$ cat config.mk
export PLATFORM = sky130hd
export DESIGN_NAME = multi_sum_uart_tx
export DESIGN_NICKNAME = d
export VERILOG_FILES = /design/src/rtl/multi_sum_uart_pkg.sv /design/src/rtl/multi_sum_uart_tx_byte.sv /design/src/rtl/multi_sum_uart_tx.sv
export SDC_FILE = /design/constraint.sdc
export NUM_CORES = 1
export LEC_CHECK = 0
export BUFFER_PORTS_ARGS = -buffer_cell sky130_fd_sc_hd__buf_2
export CORE_MARGIN = 2
export CORE_UTILIZATION = 25
export DETAILED_ROUTE_END_ITERATION = 8
export PLACE_DENSITY_LB_ADDON = 0.25
export SLEW_MARGIN = 5
export SYNTH_ARGS = -nofsm -noshare
export SYNTH_HDL_FRONTEND = slang
export SYNTH_HIERARCHICAL = 1
export SYNTH_SLANG_ARGS = --single-unit
$ cat constraint.sdc
create_clock -name clk -period 3.1 [get_ports clk]
set_input_delay 0.155 -clock clk [delete_from_list [all_inputs] [get_ports clk]]
set_output_delay 0.155 -clock clk [all_outputs]
set_load 0.1 [all_outputs]
$ cat src/rtl/multi_sum_uart_pkg.sv
// Shared types and helpers for the multi-operand sum UART transmitter.
package multi_sum_uart_pkg;

  typedef enum logic [2:0] {
    ST_IDLE,
    ST_LOAD,
    ST_START,
    ST_DATA,
    ST_STOP
  } tx_state_e;

  localparam int unsigned UART_FRAME_BITS = 10;

  function automatic int unsigned clog2(input int unsigned value);
    int unsigned r;
    r = 0;
    while ((32'd1 << r) < value) r++;
    return r;
  endfunction

  function automatic int unsigned bytes_for(input int unsigned width);
    return (width + 7) / 8;
  endfunction

endpackage

$ cat src/rtl/multi_sum_uart_tx_byte.sv
// One 8N1 UART frame per start pulse; done pulses during the last stop-bit cycle.
module uart_tx_byte
  import multi_sum_uart_pkg::*;
#(
  parameter int unsigned CLK_DIV = 434
) (
  input  logic       clk,
  input  logic       rst_n,
  input  logic       start,
  input  logic [7:0] data,
  output logic       txd,
  output logic       done
);

  localparam int unsigned CNT_W = clog2(CLK_DIV);
  localparam logic [CNT_W-1:0] CNT_LAST = CNT_W'(CLK_DIV - 1);
  localparam logic [CNT_W-1:0] CNT_PRE  = CNT_W'(CLK_DIV - 2);

  tx_state_e        state_q, state_d;
  logic [CNT_W-1:0] cnt_q, cnt_d;
  logic [2:0]       bit_q, bit_d;
  logic [7:0]       shreg_q, shreg_d;
  logic             txd_q, txd_d;
  logic             done_q, done_d;
  logic             bit_end_c;

  assign bit_end_c = (cnt_q == CNT_LAST);

  // A start in the final stop cycle chains straight into the next frame.
  always_comb begin
    state_d = state_q;
    cnt_d   = cnt_q;
    bit_d   = bit_q;
    shreg_d = shreg_q;
    txd_d   = txd_q;
    done_d  = 1'b0;
    if (start) begin
      state_d = ST_START;
      cnt_d   = '0;
      bit_d   = '0;
      shreg_d = data;
      txd_d   = 1'b0;
    end else begin
      case (state_q)
        ST_START: begin
          if (bit_end_c) begin
            cnt_d   = '0;
            state_d = ST_DATA;
            txd_d   = shreg_q[0];
          end else begin
            cnt_d = cnt_q + 1'b1;
          end
        end
        ST_DATA: begin
          if (bit_end_c) begin
            cnt_d = '0;
            if (bit_q == 3'd7) begin
              state_d = ST_STOP;
              txd_d   = 1'b1;
            end else begin
              bit_d   = bit_q + 1'b1;
              shreg_d = shreg_q >> 1;
              txd_d   = shreg_q[1];
            end
          end else begin
            cnt_d = cnt_q + 1'b1;
          end
        end
        ST_STOP: begin
          done_d = (cnt_q == CNT_PRE);
          if (bit_end_c) begin
            cnt_d   = '0;
            state_d = ST_IDLE;
          end else begin
            cnt_d = cnt_q + 1'b1;
          end
        end
        default: begin
          state_d = ST_IDLE;
          txd_d   = 1'b1;
        end
      endcase
    end
  end

  always_ff @(posedge clk or negedge rst_n) begin
    if (!rst_n) begin
      state_q <= ST_IDLE;
      cnt_q   <= '0;
      bit_q   <= '0;
      shreg_q <= '0;
      txd_q   <= 1'b1;
      done_q  <= 1'b0;
    end else begin
      state_q <= state_d;
      cnt_q   <= cnt_d;
      bit_q   <= bit_d;
      shreg_q <= shreg_d;
      txd_q   <= txd_d;
      done_q  <= done_d;
    end
  end

  assign txd  = txd_q;
  assign done = done_q;

endmodule

$ cat src/rtl/multi_sum_uart_tx.sv
// Latches NUM_OPS operands from save buttons, sums them, and sends the sum
// LSB byte first over an 8N1 UART.
module multi_sum_uart_tx
  import multi_sum_uart_pkg::*;
#(
  parameter  int unsigned DATA_W    = 3,
  parameter  int unsigned NUM_OPS   = 4,
  parameter  int unsigned CLK_DIV   = 434,
  localparam int unsigned RES_W     = DATA_W + clog2(NUM_OPS),
  localparam int unsigned NUM_BYTES = bytes_for(RES_W)
) (
  input  logic               clk,
  input  logic               reset_n,
  input  logic [NUM_OPS-1:0] save_n,
  input  logic [DATA_W-1:0]  data_input,
  input  logic               uart_tx_en,
  output logic               uart_txd,
  output logic               uart_tx_busy,
  output logic [NUM_OPS-1:0] op_valid,
  output logic [RES_W-1:0]   sum_out
);

  localparam int unsigned PAD_W = NUM_BYTES * 8;
  localparam int unsigned IDX_W = (NUM_BYTES > 1) ? clog2(NUM_BYTES) : 1;
  localparam logic [IDX_W-1:0] IDX_LAST = IDX_W'(NUM_BYTES - 1);

  logic [NUM_OPS-1:0] save_s1_q, save_s2_q, save_s3_q;
  logic [DATA_W-1:0]  data_s1_q, data_s2_q;
  logic [DATA_W-1:0]  operand_q [NUM_OPS];
  logic [DATA_W-1:0]  operand_d [NUM_OPS];
  logic [NUM_OPS-1:0] op_valid_q, op_valid_d;
  logic [RES_W-1:0]   sum_out_q, sum_out_d;
  tx_state_e          state_q, state_d;
  logic [IDX_W-1:0]   byte_idx_q, byte_idx_d;
  logic               busy_q, busy_d;

  logic [NUM_OPS-1:0] save_fall_c;
  logic [RES_W-1:0]   sum_c;
  logic [PAD_W-1:0]   sum_pad_c, snap_pad_c;
  logic               byte_start_c;
  logic [7:0]         byte_data_c;
  logic               byte_done;
  logic               byte_txd;

  assign save_fall_c = save_s3_q & ~save_s2_q;
  assign sum_pad_c   = PAD_W'(sum_c);
  assign snap_pad_c  = PAD_W'(sum_out_q);

  always_comb begin
    sum_c = '0;
    for (int i = 0; i < int'(NUM_OPS); i++) sum_c = sum_c + RES_W'(operand_q[i]);
  end

  // Sequencer parks in ST_START while uart_tx_byte walks the bits of each byte.
  always_comb begin
    state_d      = state_q;
    byte_idx_d   = byte_idx_q;
    busy_d       = busy_q;
    sum_out_d    = sum_out_q;
    op_valid_d   = op_valid_q;
    operand_d    = operand_q;
    byte_start_c = 1'b0;
    byte_data_c  = '0;
    case (state_q)
      ST_IDLE: begin
        if (&op_valid_q && uart_tx_en) begin
          state_d = ST_LOAD;
          busy_d  = 1'b1;
        end
      end
      ST_LOAD: begin
        sum_out_d    = sum_c;
        op_valid_d   = '0;
        byte_idx_d   = '0;
        byte_start_c = 1'b1;
        byte_data_c  = sum_pad_c[7:0];
        state_d      = ST_START;
      end
      ST_START: begin
        if (byte_done) begin
          if (byte_idx_q == IDX_LAST) begin
            state_d = ST_IDLE;
            busy_d  = 1'b0;
          end else begin
            byte_idx_d   = byte_idx_q + 1'b1;
            byte_start_c = 1'b1;
            for (int k = 1; k < int'(NUM_BYTES); k++) begin
              if (IDX_W'(k) == byte_idx_d) byte_data_c = snap_pad_c[k*8 +: 8];
            end
          end
        end
      end
      default: state_d = ST_IDLE;
    endcase
    // A save edge overrides the LOAD clear so it counts toward the next round.
    for (int i = 0; i < int'(NUM_OPS); i++) begin
      if (save_fall_c[i]) begin
        operand_d[i]  = data_s2_q;
        op_valid_d[i] = 1'b1;
      end
    end
  end

  always_ff @(posedge clk or negedge reset_n) begin
    if (!reset_n) begin
      save_s1_q  <= '1;
      save_s2_q  <= '1;
      save_s3_q  <= '1;
      data_s1_q  <= '0;
      data_s2_q  <= '0;
      for (int i = 0; i < int'(NUM_OPS); i++) operand_q[i] <= '0;
      op_valid_q <= '0;
      sum_out_q  <= '0;
      state_q    <= ST_IDLE;
      byte_idx_q <= '0;
      busy_q     <= 1'b0;
    end else begin
      save_s1_q  <= save_n;
      save_s2_q  <= save_s1_q;
      save_s3_q  <= save_s2_q;
      data_s1_q  <= data_input;
      data_s2_q  <= data_s1_q;
      operand_q  <= operand_d;
      op_valid_q <= op_valid_d;
      sum_out_q  <= sum_out_d;
      state_q    <= state_d;
      byte_idx_q <= byte_idx_d;
      busy_q     <= busy_d;
    end
  end

  uart_tx_byte #(
    .CLK_DIV(CLK_DIV)
  ) u_tx_byte (
    .clk  (clk),
    .rst_n(reset_n),
    .start(byte_start_c),
    .data (byte_data_c),
    .txd  (byte_txd),
    .done (byte_done)
  );

  assign uart_txd     = byte_txd;
  assign uart_tx_busy = busy_q;
  assign op_valid     = op_valid_q;
  assign sum_out      = sum_out_q;

endmodule
* Word-level counts from Yosys, hierarchy flattened *
Index checks and enable logic that the tools add are counted.

storage, ports and cells
  flip-flop bits (word level) = 69
  bits in latches = 0
  memory bits (writable) = 0
  bits in read-only memories = 0
  word-level logic and storage cells = 111
  memories kept = 0

operators by class
  add/sub/neg operators = 6
  multipliers = 0
  divide/modulo/power cells = 0
  $lt $le $gt $ge = 0
  equality and inequality tests = 17
  shifts and indexed selects = 0
  multiplexer cells = 44
  bitwise gates (word level) = 2
  reductions and logical operators = 19

operators with widths
  operator                                                                number
  3-bit two-way mux                                                       12
  8-bit two-way mux                                                       4
  9-bit two-way mux                                                       3
  9-bit equality test (second input constant)                             2
  3-bit one-hot mux with 3 select lines                                   2
  2-bit nonzero test                                                      9
  1-bit two-way mux                                                       17
  3-bit by 2-bit != test with 1-bit output (second input constant)        4
  4-bit AND reduction                                                     3
  9-bit by 1-bit adder with 9-bit output (second input constant)          1
  3-bit by 2-bit equality test with 1-bit output (second input constant)  3
  3-bit AND reduction                                                     3
  2-bit != test (second input constant)                                   4
  3-bit equality test (second input constant)                             2
  1-bit one-hot mux with 2 select lines                                   3
  4-bit by 3-bit adder with 5-bit output                                  1
  5-bit by 3-bit adder with 5-bit output                                  1
  5-bit two-way mux                                                       1
  3-bit by 3-bit adder with 4-bit output                                  1
  4-bit AND                                                               1
  4-bit two-way mux                                                       1
  4-bit inverter                                                          1
  3-bit by 1-bit adder with 3-bit output (second input constant)          1
  3-bit by 1-bit equality test with 1-bit output (second input constant)  1
  other kinds (7)                                                         7

* Longest topological paths before layout *
Gate-level depths: netlist of the first run.

  depth in word-level cells = 5
  mapped depth = 10
  mapped depth without buffers = 10

* By module *
Netlist of the first run, hierarchy kept.

modules (own cells, without submodules)
  module             times used  cells each  area each (µm²)
  multi_sum_uart_tx  1           130         1,650.3
  uart_tx_byte       1           136         1,330.0

* Worst setup path before layout of the first run *
OpenSTA, ideal clock, no wires.

  kind = reg2reg
  start point = reg operand_q[4] (netlist bit)
  end point = reg sum_out_q[3], in the netlist sum_out[3]
  setup time = 0.120 ns
  data arrival time = 2.298 ns
  data required time = 2.980 ns
  slack = 0.682 ns
  stages on the path, launching flop included = 10
  period minus slack after synthesis = 2.418 ns
  path through = dfrtp_1 inv_1 fa_1 fa_1 inv_1 ha_1 fa_1 xnor2_1 nor2_1 a21o_1

on the way
  cells in the longest elaborated chain, start to end = 2

ends and longest elaborated chain
  item                                    line                      text
  from (decl)                             multi_sum_uart_tx.sv:29   logic [DATA_W-1:0] operand_q [NUM_OPS];
  from (signal assigned)                  multi_sum_uart_tx.sv:123  operand_q <= operand_d;
  4-bit by 3-bit adder with 5-bit output  multi_sum_uart_tx.sv:51   for (int i = 0; i < int'(NUM_OPS); i++) sum_c = sum_c + RES_W'(operand_q[i]);
  5-bit by 3-bit adder with 5-bit output  multi_sum_uart_tx.sv:51
  to (signal assigned)                    multi_sum_uart_tx.sv:125  sum_out_q <= sum_out_d;
  to (decl)                               multi_sum_uart_tx.sv:32   logic [RES_W-1:0] sum_out_q, sum_out_d;

Every way passes these cells.
A chain may end at the register's enable or synchronous reset.

* Final worst setup path of the first run *
  start point = reg operand_q[1] (netlist bit)
  end point = reg u_tx_byte.shreg_q[3]

on the way
  cells in the longest elaborated chain, start to end = 3

ends and longest elaborated chain
  item                                    line                          text
  5-bit by 3-bit adder with 5-bit output  multi_sum_uart_tx.sv:51
  5-bit two-way mux                       multi_sum_uart_tx.sv:64       case (state_q)
  via byte_data_c[3]                      multi_sum_uart_tx.sv:41       logic [7:0] byte_data_c;
  8-bit two-way mux                       multi_sum_uart_tx_byte.sv:37  if (start) begin
  to (signal assigned)                    multi_sum_uart_tx_byte.sv:98  shreg_q <= shreg_d;
  to (decl)                               multi_sum_uart_tx_byte.sv:22  logic [7:0] shreg_q, shreg_d;

The timed path passes the listed nets, and every way through them passes these cells.

==> results of run 1 <==
## power by group
group / total, mW / switching [mW] / internal [mW]
Sequential: 1.23 / 0.151 / 1.08
Clock: 1.05 / 0.379 / 0.667
Combinational: 1.21 / 0.873 / 0.335
Total: 3.49 / 1.40 / 2.08
## Yosys cell counts (2+ instances only)
cell / number / share of area (%)
dfrtp_1: 54 / 45
nand2_1: 39 / 4.9
inv_1: 14 / 1.8
nor2_1: 14 / 1.8
dfstp_2: 13 / 11
o21ai_0: 12 / 2.0
nand2b_1: 11 / 2.3
a21oi_1: 10 / 1.7
mux2i_1: 10 / 3.4
ha_1: 9 / 3.8
o21ai_1: 7 / 1.2
a21o_1: 6 / 1.5
fa_1: 6 / 4.0
nor2b_1: 6 / 1.3
clkbuf_1: 5 / 0.63
nand3_1: 5 / 0.84
nand4_1: 4 / 0.84
and2_4: 3 / 0.88
mux2_2: 3 / 1.1
nor3_1: 3 / 0.50
a32o_1: 2 / 0.67
and3_1: 2 / 0.42
buf_2: 2 / 0.34
nor3b_1: 2 / 0.50
or3_1: 2 / 0.42
xnor2_1: 2 / 0.59
## path summary, 6_finish.rpt
path / endpoint / startpoint / slack (ns)
min in group clk: uart_tx_busy$_DFFE_PN0P_ / uart_tx_en / 0.25
max in group asynchronous: operand_q[11]$_DFFE_PN0P_ / reset_n / 2.56
max reg2reg: u_tx_byte/shreg_q[3]$_DFFE_PN0P_ / operand_q[1]$_DFFE_PN0P_ / 0.59
min: u_tx_byte/cnt_q[6]$_DFFE_PN0P_ / reset_n / 0.009
min reg2reg: data_s2_q[0]$_DFF_PN0_ / data_s1_q[0]$_DFF_PN0_ / 0.35
max: u_tx_byte/shreg_q[3]$_DFFE_PN0P_ / operand_q[1]$_DFFE_PN0P_ / 0.59
## repair_timing
| item | in CTS | in global routing |
|---|---|---|
| setup endpoints to repair | 0 | 0 |
| hold buffers | 7 | 0 |
| buffers inserted | 0 | 0 |
| hold endpoints to repair | 7 | 0 |
## critical path: stages (launching register included)
cell and delay, ns:
dfrtp_1 0.32, inv_1 0.06, fa_1 0.49, fa_1 0.51, inv_1 0.04, ha_1 0.21, fa_1 0.38, xnor2_1 0.13
nor2_1 0.14, nand2_1 0.07, o21ai_1 0.08
## per-stage QoR
stage          hold slack, ns  std cells  instance area [um2]  util (%)  power (mW)
2_1_floorplan         -0.1406        268                 2988         -       2.236
3_3_place_gp           0.2606        425                 3242     28.15       2.460
3_5_place_dp           0.2612        425                 3242     28.15       2.472
4_1_cts               0.04782        448                 3626     31.49       3.552
5_1_grt               0.09700        448                 3626     31.49       3.710
6_report             0.009172        448                 3626     31.49       3.488
## registers in the layout (all words and copies together) (netlist names)
| register | count |
|---|---|
| save_s3_q | 4 |
| u_tx_byte/txd | 1 |
| u_tx_byte/bit_q | 3 |
| u_tx_byte/shreg_q | 8 |
| operand_q | 12 |
| data_s1_q | 3 |
| u_tx_byte/state_q | 3 |
| u_tx_byte/cnt_q | 9 |
| u_tx_byte/done | 1 |
| state_q | 2 |
| save_s2_q | 4 |
| data_s2_q | 3 |
| op_valid | 4 |
| uart_tx_busy | 1 |
| sum_out | 5 |
| save_s1_q | 4 |
## area by class of cell
type	count	area share, %
well taps	143	4.934
multi-input cells	178	32.99
flip-flops and latches	67	46.69
inverters	15	1.622
clock buffers	11	6.970
repair buffers	29	5.107
clock inverters	5	1.691
## logic make-up after synthesis
| family | synth area share [%] |
|---|---|
| and+or+nand+nor | 17.76 |
| adders and majority gates | 7.809 |
| AOI/OAI and AO/OA | 8.817 |
| xor gates and xnor gates | 0.8818 |
| muxes | 4.492 |
| DFF | 56.80 |
| buffers and inverters | 3.317 |
| other | 0.1258 |
## metal layers
| layer | vias to the layer above | GRT usage [%] | routed length (um) |
|---|---|---|---|
| met2 | 28 | 14.37 | 2362 |
| met4 | 0 | 3.415 | 77 |
| met1 | 904 | 11.21 | 2541 |
| met5 | - | 0 | 0 |
| li1 | 956 | - | - |
| met3 | 7 | 3.856 | 262 |
==> impl_results.md, run 1 <==
- TNS Setup: 0 ns
- Failing checks: DRC
- Most common cell after layout, fill and taps aside: dfrtp_1
- Register Area: 0.001693 mm2
- Area of combinational cells with multiple inputs: 0.001196 mm2
- Vias in the first global route: 1973
- Syn avg cell area: 11.20 um2
- Die W: 113.2 um
- Reg clk slew, reported paths: 0.06 ns
- Post-synthesis sequential area ratio: 56.80%
- Worst path arrival time: 2.76 ns
- Syn. warnings: 6
- Outcome: complete, but fails checks
- Share of cells above drive strength 1: 20.00%
- Antenna violations before repair: 0
- Synth unique cells: 46
- Cell row count: 39
- Number of fill cells: 1188
- Clk sinks: 67
- Starting density of the core: 25.88%
- GPL Wtd Cong: 0.7629
- CP Max Fanout: 2
- Die footprint: 0.01281 mm2
- Critical Path Sink Type: flip-flop
- Clock Skew: 0.007887 ns
- Max-Cap Viols: 0
- Count of final max-slew check failures: 0
- Clk_lat worst skew: 0.33 ns
- H-Tree Depth: 3
- Synth async-reset ratio: 100.0%
- Port Buffer Count: 20
- Min cycle time layout: 2.512 ns
- Post-Route WL: 5.243 mm
- Commonest register cell after synthesis: dfrtp_1
- Max VDD drop: 330.1 uV
- CTS max path bufs: 2
- Drt via density: 4.230
- Die height: 113.2 um
- CTS buffer count: 9
- EDFF count, synth: 0
- Mapped Cells: 266
- Power per Cell Area: 962.0 mW/mm2
- ANT cells: 0
- Type of origin of the critical path: flip-flop
- Area Overhead vs Synth: 21.66%
- Final Setup Violations: 0
- P_leak: 1.645 nW
- Most frequent cells in the layout: dfrtp_1, nand2_1, buf_2
- Post-DP HPWL: 3.559 mm
- All-Layer GR Usage: 9.134%
- Initial DRC count: 60
- Fin crit share: 81.02%
- Worst path required time: 3.35 ns
- Place WS: 0.5773 ns
- WL per Instance: 11.70 um
- Hold Vio Cnt, Final: 0
- Total grt overflow: 0
- Drt pass-1 iters: 7
- DRT antenna net count: 0
- Post-route setup slack: 0.5884 ns
- Worst relative slew slack: 45.42%
- Synthesized area: 0.002980 mm2
- CP Class: reg2reg
- Vias: 1895
- Post-CTS resize count: 0
- Yosys reg bits: 67
- Pin count of the biggest net entering global routing: 68
- FF-to-FF path depth: 10
- Top Ports: 21
- First-pass GRT wire length: 9.273 mm
- Fin nets: 325
- CTS tree: yes
- Actual slew at the worst max-slew pin: 0.8187 ns
- CTS Root Cell: clkbuf_16
- Worst Hold Class: in2async
- Core area: 0.01152 mm2
- RSZ-0062 raised after global routing: no
- Max Fclk: 0.3982 GHz
- Remaining DRCs: 1
Power figures use the tool's default switching activity.
==> run 2, diff against run 1 <==
--- a/config.mk
+++ b/config.mk
@@ -5,6 +5,7 @@
 export SDC_FILE = /design/constraint.sdc
 export NUM_CORES = 1
 export LEC_CHECK = 0
+export ABC_AREA = 1
 export BUFFER_PORTS_ARGS = -buffer_cell sky130_fd_sc_hd__buf_2
 export CORE_MARGIN = 2
 export CORE_UTILIZATION = 25
==> constraint.sdc (replaced) <==
create_clock -name clk -period 2.3 [get_ports clk]
set_input_delay 0.115 -clock clk [delete_from_list [all_inputs] [get_ports clk]]
set_output_delay 0.115 -clock clk [all_outputs]
set_load 0.1 [all_outputs]
==> impl_results.md, run 2 <==
- Synth async-reset ratio: 100.0% (unchanged)
- Share of cells above drive strength 1: 26.58% (+6.6 points)
- Synth unique cells: 25 (-46%)
- TNS Setup: -0.9424 ns (-0.9424 ns)
- Clock Skew: 0.007319 ns (-0.0005677 ns)
- Worst Hold Class: in2reg
- Pin count of the biggest net entering global routing: 26 (-62%)
- Design area: 0.003905 mm2 (+7.7%)
- Antenna violations before repair: 0 (unchanged)
- Total grt overflow: 0 (unchanged)
- Hold Vio Cnt, Final: 0 (unchanged)
- Fin crit share: 112.3% (+31 points)
- CTS buffer count: 9 (unchanged)
- Post-DP HPWL: 3.992 mm (+12%)
- Port Buffer Count: 20 (unchanged)
- Syn avg cell area: 9.134 um2 (-18%)
- Die W: 115.9 um (+2.4%)
- CP Max Fanout: 2 (unchanged)
- Synthesized area: 0.003133 mm2 (+5.1%)
- Top Ports: 21 (unchanged)
- Largest regs: operand_q (12), u_tx_byte/cnt_q (9), u_tx_byte/shreg_q (8)
- Biggest register: operand_q
- Critical Path Sink Type: flip-flop
- Die footprint: 0.01344 mm2 (+4.9%)
- Largest register FFs: 12 (unchanged)
- Most frequent CP cell: inv_2
- CTS tree: yes
- Fin nets: 415 (+28%)
- First-pass GRT wire length: 9.936 mm (+7.1%)
- Most common cell after layout, fill and taps aside: nand2_1
- Number of fill cells: 1302 (+9.6%)
- Drt via density: 3.993 (-5.6%)
- Commonest register cell after synthesis: dfrtp_1
- Worst path arrival time: 2.83 ns (+0.07 ns)
- Die height: 115.9 um (+2.4%)
- P_leak: 1.924 nW (+17%)
- Max VDD drop: 560.1 uV (+70%)
- Outcome: complete, but fails checks
- CTS max path bufs: 2 (unchanged)
- RSZ-0062 raised after global routing: yes
- Post-synth top area share: 43.13% (-2.2 points)
- Top post-synthesis cells by count: nand2_1, dfrtp_1, inv_1
- Crit path max-delay family: adder cells
- Vias: 2248 (+19%)
- Cell row count: 40 (+2.6%)
- Actual slew at the worst max-slew pin: 0.6130 ns (-0.2057 ns)
- Count leader, synth: nand2_1
- Worst relative slew slack: 58.98% (+14 points)
- CP Class: reg2reg
- FF-to-FF path depth: 12 (+2)
- WL per Instance: 10.12 um (-14%)
- Yosys top cell by area: dfrtp_1
- Area after DPL: 0.003483 mm2 (+7.4%)
- Max Fclk: 0.3871 GHz (-2.8%)
- Clk_lat worst skew: 0.33 ns (about the same)
- Hold Path Depth: 3
- Type of origin of the critical path: flip-flop
- GPL Wtd Cong: 0.7800 (+2.2%)
- Count of final max-slew check failures: 0 (unchanged)
- Total design power: 5.199 mW (+49%)
- DRT antenna net count: 0 (unchanged)
- Post-route setup slack: -0.2835 ns (-0.8719 ns)
- Syn. warnings: 6 (unchanged)
- Most frequent cells in the layout: nand2_1, dfrtp_1, inv_1
- Initial DRC count: 79 (+32%)
- Reg clk slew, reported paths: 0.06 ns (about the same)
- Power per Cell Area: 1331 mW/mm2 (+38%)
- Clk sinks: 67 (unchanged)
- ANT cells: 0 (unchanged)
- Remaining DRCs: 0 (-1)
- Post-Route WL: 5.696 mm (+8.6%)
- CP Depth: 12 (+2)
- Synth area leaders: dfrtp_1, dfstp_2, nand2_1
- CP bufs+invs: 3 (+1)
- CTS Root Cell: clkbuf_16
- Area Overhead vs Synth: 24.64%
- Max-Cap Viols: 0 (unchanged)
- Starting density of the core: 25.87% (about the same)
- Min cycle time layout: 2.583 ns (+0.07188 ns)
- Post-synthesis sequential area ratio: 54.03% (-2.8 points)
- Vias in the first global route: 2183 (+11%)
- Post-layout util: 32.24% (+0.76 points)
- Failing checks: setup timing
- Final Setup Violations: 6 (+6)
- CP max stage delay: 0.52 ns (about the same)
- EDFF count, synth: 0 (unchanged)
- Mapped Cells: 343 (+29%)
- Drt pass-1 iters: 4 (-3)
- H-Tree Depth: 3 (unchanged)
- Yosys reg bits: 67 (unchanged)
- Worst path required time: 2.55 ns (-0.80 ns)
- All-Layer GR Usage: 9.605% (+0.47 points)
- Core area: 0.01211 mm2 (+5.2%)
- Crit-path slowest cell: fa_2
- Worst-path cell chain: inv_2 > fa_1 > fa_1 > inv_2 > ha_4 > fa_2 > inv_2 > nor2_2 > nand2_1 > o21ai_1 > nand2_1 > o21ai_2
==> run 2: cell types whose count changed after synthesis, sizes merged, moves of 11 or more <==
cell / previous run / this run
nand2: 39 / 88
inv: 15 / 58
o21ai: 19 / 46
nand3: 5 / 25
nand2b: 12 / 0
nor2: 14 / 25
==> run 2: logic make-up (layout without fill, tap and decap cells) <==
kind of cell / after synthesis / count (layout) / synth area share [%]
compound gates: 50 / 50 / 9.665
fa+ha+maj: 15 / 15 / 7.428
buf+inv: 64 / 114 / 8.546
flops: 67 / 67 / 54.03
other cells: 1 / 3 / 0.1197
simple gates: 146 / 146 / 20.21
==> run 2: path summary, 6_finish.rpt <==
check                                               from                          endpoint  slack (ns)
max in group asynchronous                        reset_n         u_tx_byte/txd$_DFFE_PN1P_        1.29
worst max register to register  operand_q[7]$_DFFE_PN0P_  u_tx_byte/shreg_q[2]$_DFFE_PN0P_       -0.28
worst min register to register    data_s1_q[2]$_DFF_PN0_            data_s2_q[2]$_DFF_PN0_        0.35
worst min-delay path                          uart_tx_en            state_q[0]$_DFFE_PN0P_        0.11
min in group asynchronous                        reset_n            data_s1_q[2]$_DFF_PN0_        0.27
worst max-delay path            operand_q[7]$_DFFE_PN0P_  u_tx_byte/shreg_q[2]$_DFFE_PN0P_       -0.28
==> run 2: cell type report <==
class / count / area (um2) / share of cell area (%)
Sequential cell: 67 / 1693 / 43.35
Multi-Input combinational cell: 214 / 1230 / 31.50
Timing Repair Buffer: 40 / 277.8 / 7.113
Clock buffer: 9 / 225.2 / 5.767
Clock inverter: 7 / 51.30 / 1.314
Tap cell: 168 / 210.2 / 5.383
Inverter: 58 / 217.7 / 5.575
==> run 2: metrics by stage <==
step | setup slack (ns) | hold WS, ns | std cells
floorplan | -0.1681 | -0.1806 | 345
global placement | -0.2484 | 0.08416 | 537
detailed placement | -0.3071 | 0.09258 | 537
CTS | -0.3019 | 0.08806 | 562
global route | -0.3942 | 0.1056 | 563
finish | -0.2835 | 0.1083 | 563
==> run 2: what timing repair did <==
item,CTS,global route
endpoints found under the hold margin,19,0
gates resized for setup,7,13
hold buffers,8,0
gates cloned,0,0
pin swaps,5,4
buffers inserted,3,2
endpoints found under the setup margin,6,7
==> run 2: power breakdown <==
| part | total [mW] | switching (mW) | internal [mW] |
|---|---|---|---|
| clock network | 1.25 | 0.517 | 0.733 |
| registers | 1.69 | 0.206 | 1.48 |
| logic | 2.26 | 1.61 | 0.651 |
==> run 2: layer usage <==
layer	vias up	wire, um	track usage, %
met5	-	0	0
li1	1168	-	-
met4	0	118	5.079
met2	34	2507	14.35
met3	9	244	3.295
met1	1037	2825	12.30
==> run 2: tightest hold or removal path, delay by kind of cell <==
kind,cells,cell delay (ns)
and+or+nand+nor,2,0.18
buffers and inverters,1,0.10
==> run 3, diff against run 2 <==
--- a/config.mk
+++ b/config.mk
@@ -9,6 +9,7 @@
 export BUFFER_PORTS_ARGS = -buffer_cell sky130_fd_sc_hd__buf_2
 export CORE_MARGIN = 2
 export CORE_UTILIZATION = 25
+export CTS_BUF_LIST = sky130_fd_sc_hd__clkbuf_8
 export DETAILED_ROUTE_END_ITERATION = 8
 export PLACE_DENSITY_LB_ADDON = 0.25
 export SLEW_MARGIN = 5
==> impl_results.md, run 3 (synthesis results as in run 2) <==
- Worst relative slew slack: 59.96% (+0.98 points)
- Combinational cell fraction of total power: 46.8% (+3.3 points)
- Share of cells above drive strength 1: 26.08% (-0.51 points)
- Power per Cell Area: 1267 mW/mm2 (-4.8%)
- Total grt overflow: 0 (unchanged)
- Post-DP HPWL: 3.992 mm (unchanged)
- Crit path max-delay family: adder cells
- Max VDD drop: 352.2 uV (-37%)
- Biggest register: operand_q
- Post-route setup slack: -0.2949 ns (-0.01139 ns)
- Fin crit share: 112.8% (+0.50 points)
- Post-route insts no fill: 563 (unchanged)
- DRT antenna net count: 0 (unchanged)
- Die W: 115.9 um (unchanged)
- Worst Hold Class: in2reg
- RSZ-0062 raised after global routing: yes
- FF-to-FF End: u_tx_byte/shreg_q[2]$_DFFE_PN0P_
- Hold Path Depth: 3 (unchanged)
- Vias: 2257 (+0.40%)
- Most common cell after layout, fill and taps aside: nand2_1
- CP max stage delay: 0.52 ns (about the same)
- Starting density of the core: 25.87% (unchanged)
- Min cycle time layout: 2.595 ns (+0.01139 ns)
- Worst Hold Endpoint: state_q[0]$_DFFE_PN0P_
- Crit-path slowest cell: fa_2
- TNS Setup: -0.9911 ns (-0.04868 ns)
- FF-to-FF path depth: 12 (unchanged)
- Remaining DRCs: 0 (unchanged)
- Failing checks: setup timing
- Hold slack final: 0.07834 ns (-0.02999 ns)
- Outcome: complete, but fails checks
- Drt pass-1 iters: 4 (unchanged)
- Die height: 115.9 um (unchanged)
- Largest register FFs: 12 (unchanged)
- Final Setup Violations: 6 (unchanged)
- Worst path arrival time: 2.87 ns (+0.04 ns)
- WL per Instance: 10.16 um (+0.40%)
- CTS buffer count: 9 (unchanged)
- Post-Route WL: 5.719 mm (+0.40%)
- RR Startpoint: operand_q[7]$_DFFE_PN0P_
- ANT cells: 0 (unchanged)
- Vias in the first global route: 2180 (-0.14%)
- Core area: 0.01211 mm2 (unchanged)
- Place WS: -0.3071 ns (unchanged)
- Clock Skew: 0.01052 ns (+0.003200 ns)
- Net Switching: 2.291 mW (-1.8%)
- Clock power share: 18.2% (-5.8 points)
- Port Buffer Count: 20 (unchanged)
- Initial DRC count: 83 (+5.1%)
- Critical Path Sink Type: flip-flop
- Reg clk slew, reported paths: 0.08 ns (+0.02 ns)
- Type of origin of the critical path: flip-flop
- Flop2flop setup slack: -0.29 ns (about the same)
- Internal power: 2.524 mW (-12%)
- CTS max path bufs: 2 (unchanged)
- Antenna violations before repair: 0 (unchanged)
- Top Ports: 21 (unchanged)
- Worst path required time: 2.57 ns (+0.02 ns)
- Drt via density: 4.009 (+0.40%)
- Worst-path cell chain: inv_2 > fa_1 > fa_1 > inv_2 > ha_4 > fa_2 > inv_2 > nor2_2 > nand2_1 > o21ai_1 > nand2_1 > o21ai_2
- Max-Cap Viols: 0 (unchanged)
- Most frequent cells in the layout: nand2_1, dfrtp_1, inv_1
- CP Max Fanout: 2 (unchanged)
- Fin nets: 415 (unchanged)
- Max Fclk: 0.3854 GHz (-0.44%)
- Placed insts: 537 (unchanged)
- All-Layer GR Usage: 9.572% (-0.033 points)
- Hold Vio Cnt, Final: 0 (unchanged)
- Largest regs: operand_q (12), u_tx_byte/cnt_q (9), u_tx_byte/shreg_q (8)
- Pin count of the biggest net entering global routing: 26 (unchanged)
- Cell row count: 40 (unchanged)
- CTS tree: yes
- Clk_lat worst skew: 0.35 ns (+0.02 ns)
- Sw frac: 47.58% (+2.7 points)
- First-pass GRT wire length: 9.936 mm (unchanged)
- Most frequent CP cell: inv_2
- CP Class: reg2reg
- H-Tree Depth: 3 (unchanged)
- Actual slew at the worst max-slew pin: 0.5984 ns (-0.01466 ns)
- Number of fill cells: 1316 (+1.1%)
- Clk sinks: 67 (unchanged)
- Hold Startpoint: uart_tx_en
- Area Overhead vs Synth: 21.29%
- P_leak: 1.877 nW (-2.4%)
- GPL Wtd Cong: 0.7800 (unchanged)
- CTS Root Cell: clkbuf_8
- CP bufs+invs: 3 (unchanged)
- Seq pwr share: 35.0% (+2.5 points)
- Die footprint: 0.01344 mm2 (unchanged)
- Count of final max-slew check failures: 0 (unchanged)
[run 3: changes by cell type in the layout (fill, tap and decap cells not counted)]
cell | before | now
inv_1 | 46 | 47
o21ai_1 | 5 | 6
clkbuf_8 | 0 | 9
o21ai_2 | 13 | 12
clkbuf_16 | 9 | 0
inv_2 | 12 | 11
[run 3: worst max path at each step]
stage | start | to | slack (ns) | depth (start not counted)
2_1_floorplan | operand_q[7]$_DFFE_PN0P_ | u_tx_byte/shreg_q[2]$_DFFE_PN0P_ | -0.17 | 12
3_3_place_gp | operand_q[7]$_DFFE_PN0P_ | u_tx_byte/shreg_q[2]$_DFFE_PN0P_ | -0.25 | 12
3_5_place_dp | operand_q[4]$_DFFE_PN0P_ | u_tx_byte/shreg_q[2]$_DFFE_PN0P_ | -0.31 | 12
4_1_cts | operand_q[7]$_DFFE_PN0P_ | u_tx_byte/shreg_q[2]$_DFFE_PN0P_ | -0.31 | 12
5_1_grt | operand_q[4]$_DFFE_PN0P_ | u_tx_byte/shreg_q[3]$_DFFE_PN0P_ | -0.40 | 13
6_report | operand_q[7]$_DFFE_PN0P_ | u_tx_byte/shreg_q[2]$_DFFE_PN0P_ | -0.29 | 12
[run 3: area by class of cell]
type	instances	area, um2	share of cell area [%]
flip-flops and latches	67	1693	44.55
multi-input cells	214	1226	32.27
repair buffers	40	277.8	7.310
inverters	58	217.7	5.729
well taps	168	210.2	5.532
clock buffers	9	123.9	3.260
clock inverters	7	51.30	1.350
[run 3: what timing repair did]
item	in CTS	in global routing
pin swaps	4	2
buffers inserted	3	1
endpoints found under the setup margin	6	7
hold buffers	8	0
hold endpoints to repair	19	0
gates cloned	0	0
gates resized for setup	6	12
[run 3: routing by layer]
metal  part of all wire, %  routed length, um  global-route usage (%)
met1                    50               2846                   12.24
met2                    44               2527                   14.31
met3                   4.5                256                   4.393
met4                   1.6                 89                   3.413
met5                     0                  0                       0
[run 3: worst min-delay path: cells and delay by family]
kind,cells,cell delay (ns)
buffers and inverters,1,0.10
AND/OR/NAND/NOR,2,0.18
[run 3: power groups by stage]
| stage | Clock, mW | Combinational [mW] | Sequential, mW |
|---|---|---|---|
| after global routing | 0.979 | 2.53 | 1.73 |
| final | 0.876 | 2.25 | 1.69 |
| after detailed placement | 0 | 2.14 | 1.71 |
| after global placement | 0 | 2.13 | 1.70 |
| after floorplan | 0 | 1.13 | 2.28 |
| after CTS | 0.926 | 2.19 | 1.69 |
[run 3: per-stage QoR]
step	total power [mW]	area, um2	utilization [%]
final	4.815	3800	31.37
after global routing	5.233	3800	31.37
after CTS	4.804	3772	31.15
after detailed placement	3.844	3483	28.76
after global placement	3.823	3483	28.76
after floorplan	3.413	3148	-
